`src/rtl/k_wta_inhibition.sv`:
```
// k-winner-take-all lateral inhibition for one STDP column layer: latches up to K
// winners per gamma window, raises a global inhibit, then streams the ordered winner list.
module k_wta_inhibition #(
  parameter int NUM_NEURONS = 16,
  parameter int LOG_NEURONS = 4,
  parameter int TIME_W      = 4,
  parameter int K           = 1,
  parameter int TIE_HIGH    = 1
) (
  input  logic                   clk,
  input  logic                   rst,
  input  logic                   gamma_start,
  input  logic                   window_end,
  input  logic                   spike_valid,
  input  logic [NUM_NEURONS-1:0] spike_volley,
  input  logic [TIME_W-1:0]      time_val,
  output logic                   inhibit,
  output logic [NUM_NEURONS-1:0] winner_mask,
  output logic [LOG_NEURONS:0]   winner_count,
  output logic                   out_valid,
  input  logic                   out_ready,
  output logic [LOG_NEURONS:0]   out_id,
  output logic [TIME_W-1:0]      out_time,
  output logic                   out_last
);

  localparam int ID_W = LOG_NEURONS + 1;
  localparam logic [ID_W-1:0] NO_WINNER = '1;

  typedef enum logic [1:0] {
    IDLE    = 2'd0,
    COLLECT = 2'd1,
    REPORT  = 2'd2
  } state_t;

  state_t                 state_r;
  logic [ID_W-1:0]        id_list_r   [K];
  logic [TIME_W-1:0]      time_list_r [K];
  logic [ID_W-1:0]        rd_idx_r;

  logic [ID_W-1:0]        nxt_id_s    [K];
  logic [TIME_W-1:0]      nxt_time_s  [K];
  logic [NUM_NEURONS-1:0] nxt_mask_s;
  logic [NUM_NEURONS-1:0] cand_s;
  logic [ID_W-1:0]        nxt_count_s;
  logic                   take_s;
  int                     cnt_s;

  // Position p in the scan order maps to a neuron index according to the tie-break rule.
  function automatic int pri_idx(input int p);
    return (TIE_HIGH != 0) ? (NUM_NEURONS - 1 - p) : p;
  endfunction

  // Accept candidates of the current volley in priority order until K slots are filled.
  always_comb begin
    nxt_id_s   = id_list_r;
    nxt_time_s = time_list_r;
    nxt_mask_s = winner_mask;
    cand_s     = spike_volley & ~winner_mask;
    cnt_s      = int'(winner_count);
    take_s     = (state_r == COLLECT) && spike_valid && !gamma_start;
    for (int p = 0; p < NUM_NEURONS; p++) begin
      if (take_s && cand_s[pri_idx(p)] && (cnt_s < K)) begin
        for (int s = 0; s < K; s++) begin
          if (s == cnt_s) begin
            nxt_id_s[s]   = ID_W'(pri_idx(p));
            nxt_time_s[s] = time_val;
          end else begin
            nxt_id_s[s]   = nxt_id_s[s];
          end
        end
        nxt_mask_s[pri_idx(p)] = 1'b1;
        cnt_s = cnt_s + 1;
      end else begin
        cnt_s = cnt_s;
      end
    end
    nxt_count_s = ID_W'(cnt_s);
  end

  // Window FSM, winner list storage and the registered report stream.
  always_ff @(posedge clk) begin
    if (rst) begin
      state_r      <= IDLE;
      inhibit      <= 1'b0;
      winner_mask  <= '0;
      winner_count <= '0;
      out_valid    <= 1'b0;
      out_id       <= '0;
      out_time     <= '0;
      out_last     <= 1'b0;
      rd_idx_r     <= '0;
      for (int s = 0; s < K; s++) begin
        id_list_r[s]   <= '0;
        time_list_r[s] <= '0;
      end
    end else if (gamma_start) begin
      state_r      <= COLLECT;
      inhibit      <= 1'b0;
      winner_mask  <= '0;
      winner_count <= '0;
      out_valid    <= 1'b0;
      out_id       <= '0;
      out_time     <= '0;
      out_last     <= 1'b0;
      rd_idx_r     <= '0;
      for (int s = 0; s < K; s++) begin
        id_list_r[s]   <= '0;
        time_list_r[s] <= '0;
      end
    end else begin
      case (state_r)
        IDLE: begin
          state_r <= IDLE;
        end
        COLLECT: begin
          id_list_r    <= nxt_id_s;
          time_list_r  <= nxt_time_s;
          winner_mask  <= nxt_mask_s;
          winner_count <= nxt_count_s;
          if (nxt_count_s == ID_W'(K)) begin
            inhibit <= 1'b1;
          end
          // Close on the registered count, but a volley arriving with window_end still lands.
          if ((winner_count == ID_W'(K)) || window_end) begin
            state_r   <= REPORT;
            out_valid <= 1'b1;
            rd_idx_r  <= '0;
            if (nxt_count_s == '0) begin
              out_id   <= NO_WINNER;
              out_time <= '0;
              out_last <= 1'b1;
            end else begin
              out_id   <= nxt_id_s[0];
              out_time <= nxt_time_s[0];
              out_last <= (nxt_count_s == ID_W'(1));
            end
          end
        end
        REPORT: begin
          if (out_valid && out_ready) begin
            if (out_last) begin
              out_valid <= 1'b0;
              state_r   <= IDLE;
            end else begin
              rd_idx_r <= rd_idx_r + ID_W'(1);
              out_last <= ((rd_idx_r + ID_W'(2)) == winner_count);
              for (int s = 1; s < K; s++) begin
                if (s == int'(rd_idx_r) + 1) begin
                  out_id   <= id_list_r[s];
                  out_time <= time_list_r[s];
                end
              end
            end
          end
        end
        default: begin
          state_r <= IDLE;
        end
      endcase
    end
  end

endmodule
```
`config.mk`:
```
export PLATFORM = sky130hd
export DESIGN_NAME = k_wta_inhibition
export DESIGN_NICKNAME = d
export VERILOG_FILES = /design/src/rtl/k_wta_inhibition.sv
export SDC_FILE = /design/constraint.sdc
export NUM_CORES = 1
export LEC_CHECK = 0
export BUFFER_PORTS_ARGS = -buffer_cell sky130_fd_sc_hd__buf_2
export CAP_MARGIN = 0
export CORE_MARGIN = 2
export CORE_UTILIZATION = 50
export CTS_CLUSTER_DIAMETER = 30
export DETAILED_ROUTE_END_ITERATION = 10
export HOLD_SLACK_MARGIN = 0.03
export PLACE_DENSITY_LB_ADDON = 0.15
export SYNTH_ARGS = -nofsm -noshare
export SYNTH_HDL_FRONTEND = slang
export SYNTH_SLANG_ARGS = --single-unit
export TNS_END_PERCENT = 5
```
`constraint.sdc`:
```
create_clock -name clk -period 45.3 [get_ports clk]
set_input_delay 2.265 -clock clk [delete_from_list [all_inputs] [get_ports clk]]
set_output_delay 2.265 -clock clk [all_outputs]
set_load 0.02 [all_outputs]
```
==> run metrics <==
DR vias/cell between 5 and 6; CP Max Fanout 10; FF+latch count, synth approximately 50; Max rail drop VDD ~0.017 mV; I/O Buffers 58; die area around 8600 µm²; Reg clk slew, reported paths 0.11 ns; min-delay src id_list_r[4]; Hold EP id_list_r[4]; FF-to-FF End out_id[3]; initial antenna violation count 0; dominant synthesized flop cell dfxtp_1; Layout area overhead 12.8%; Resized Gates After CTS 0; Hold/Removal Path Class reg -> reg; Worst-Skew Late Latency roughly 0.32 ns; Fin Clk Skew approximately 0.018 ns; FMAX 0.0468 GHz; core area about 7700 µm²; H-tree depth 2; drt drc 0; Site Rows 32; total track usage between 20% and 30%; Non-Filler Instances around 640; CTS Root Cell clkbuf_8; Power Density 29.0 nW/µm²; register area 981 µm²; Synth Cell Area 3940 µm²; io pins approximately 60; vias post-DR approximately 3.6k; Routability Congestion about 0.9; share of cells above drive strength 1 between 10% and 20%; Yosys cell types 86; CP required roughly 46 ns; syn avg cell area a little over 8 µm²; first-pass GRT wire length about 16,000 µm; Crit Path Class in -> reg; CTS tree done; Max Slew Vio Count 0; filler cell count about 750; total grt overflow 0; P_leak around 2 nW; Relative slew margins between 40 and 50%; Antenna Violating Nets Remaining 0; Hold Crit Depth 2; Synth async-reset ratio 0%; Net Count, Synth 545; WP data arrival ~22 ns; Avg WL per Cell approximately 15 µm; Synth top area share approximately 25%; cell total after placement 636; flop-to-flop setup slack ~25 ns; Startpoint Class input pin; Max Cap Viol 0; area of the multi-input gates ~2800 µm²; ant diodes 0; Post-Syn Instances slightly below 500; Worst path max stage delay about 0.64 ns; TritonCTS Buffers 5; setup violators final 0; wirelength, routed just under 10,000 µm; crit path time final approximately 21 ns; Initial Util 51.2%; Hold Vio Cnt, Final 0; EDFF count, synth 0; worst slew pin tran ~0.79 ns; post-synth top area cell dfxtp_1; fin crit share between 40% and 50%; net total in the final layout roughly 600; unrepaired setup endpoints after global routing false; Die H approximately 93 µm; R2R depth 92; CP endpoint kind register; CP max-delay cell nor4_2; CTS Buffer Depth 2; TNS Setup 0 ns; largest net degree at the start of global routing 39; Area contributors post-synth dfxtp_1 (25%), ha_1 (11%), nor2_1 (7.1%); R2R Path Start state_r[1]; outcome complete, no violations; post-CTS repair timing setup buffer count 0; initial drt markers between 100 and 150; Clock Sinks 49; hold_buf cts 0; Seq/Total Area, Yosys between 20% and 30%; post-DP HPWL just under 8000 µm; YS warnings 0; vias in the first global route roughly 3.4k; Initial DRT Pass Iterations 5; Die Wd 92.8 µm
-- registers in the layout, indices dropped and copies added (netlist names) --
register / cells
state_r: 2
time_list_r: 4
winner_count: 5
out_valid: 1
inhibit: 1
out_id: 5
rd_idx_r: 5
id_list_r: 5
out_last: 1
out_time: 4
winner_mask: 16
-- cells in the mapped netlist (7+ instances only) --
cell and instances:
nand2_1 33, nor3_1 17, xor2_1 11, o31ai_1 7, o21ai_0 14, a21oi_1 20, nand4b_1 9, clkbuf_1 7
nor2_1 75, xnor2_1 13, ha_1 35, mux2i_1 8, inv_1 34, dfxtp_1 49, nand3b_1 18, nand3_1 7
and2_1 7, o21a_1 7
-- worst max path at each step --
stage | from | cells after the start | slack (ns) | end
finish | gamma_start | 91 | 23.93 | out_id[3]
global route | gamma_start | 93 | 22.28 | out_id[3]
CTS | gamma_start | 89 | 24.21 | out_id[3]
detailed placement | gamma_start | 90 | 23.95 | out_id[3]
global placement | gamma_start | 89 | 24.47 | out_id[3]
floorplan | spike_volley[15] | 94 | 26.83 | out_id[3]
-- kinds of logic (layout without fill, tap and decap cells) --
logic type	after synthesis	after routing	share of synthesized area (%)
flops	49	49	24.9
compound gates	95	95	17.8
buf+inv	46	104	4.51
simple gates	221	221	31.4
mux	11	11	2.89
fa+ha+maj	35	35	11.1
xor+xnor	27	27	7.34
-- power breakdown --
group	switching [mW]	internal, mW
sequential	0.00101	0.0442
clock	0.0175	0.0169
combinational	0.0293	0.0199
-- routing by layer --
metal	share of wire [%]	track usage [%]	vias up	wire length, µm
li1	-	-	1832	-
met1	47	31.4	1704	4620
met2	48	39.3	97	4740
met3	4.5	3.09	7	443
met4	0.94	5.51	0	93
met5	0	0	-	0
-- per-stage QoR --
stage	hold WS (ns)	setup slack [ns]	power, mW	util [%]	instance area, µm²
floorplan	0.418	26.83	0.0840	-	3940
global placement	0.426	24.47	0.0935	56.3	4330
CTS	0.450	24.21	0.129	57.8	4440
finish	0.446	23.93	0.129	57.8	4440
global route	0.474	22.28	0.137	57.8	4440
detailed placement	0.434	23.95	0.0946	56.3	4330
-- layout by cell type (no fill, tap or decap), types with 3 or more instances in the layout --
cell type and instances:
nand2_1 33, and2_1 7, inv_1 34, nand3_1 7, nand4_1 5, nand3b_1 18
or2_2 4, ha_1 35, nand4b_1 9, and3b_1 4, nand2b_1 3, or4_1 3
nor2b_1 4, dfxtp_1 49, nor3_1 17, xor2_1 11, mux2_2 3, o22ai_1 3
nor2_1 75, a21oi_1 20, o21ai_0 14, xnor2_1 13, o31ai_1 7, or3_1 3
buf_2 58, clkbuf_8 5, mux2i_1 8, o21a_1 7, a211oi_1 5, inv_2 3
-- area by class of cell --
cell class                 instances  area share, %
clock inverter                     3           1.07
clock buffer                       5           1.55
timing repair buffer              59           6.70
inverter                          37           3.13
tap                              102           2.87
sequential                        49           22.1
multi-input combinational        389           62.6
-- critical path: cells and delay by family --
family	cells	cell delay, ns
compound gates	15	4.31
xor+xnor	12	2.86
fa+ha+maj	14	2.90
buf+inv	8	0.69
mux	1	0.20
simple gates	41	8.33
No activity file was read; power rests on OpenSTA's default activity.
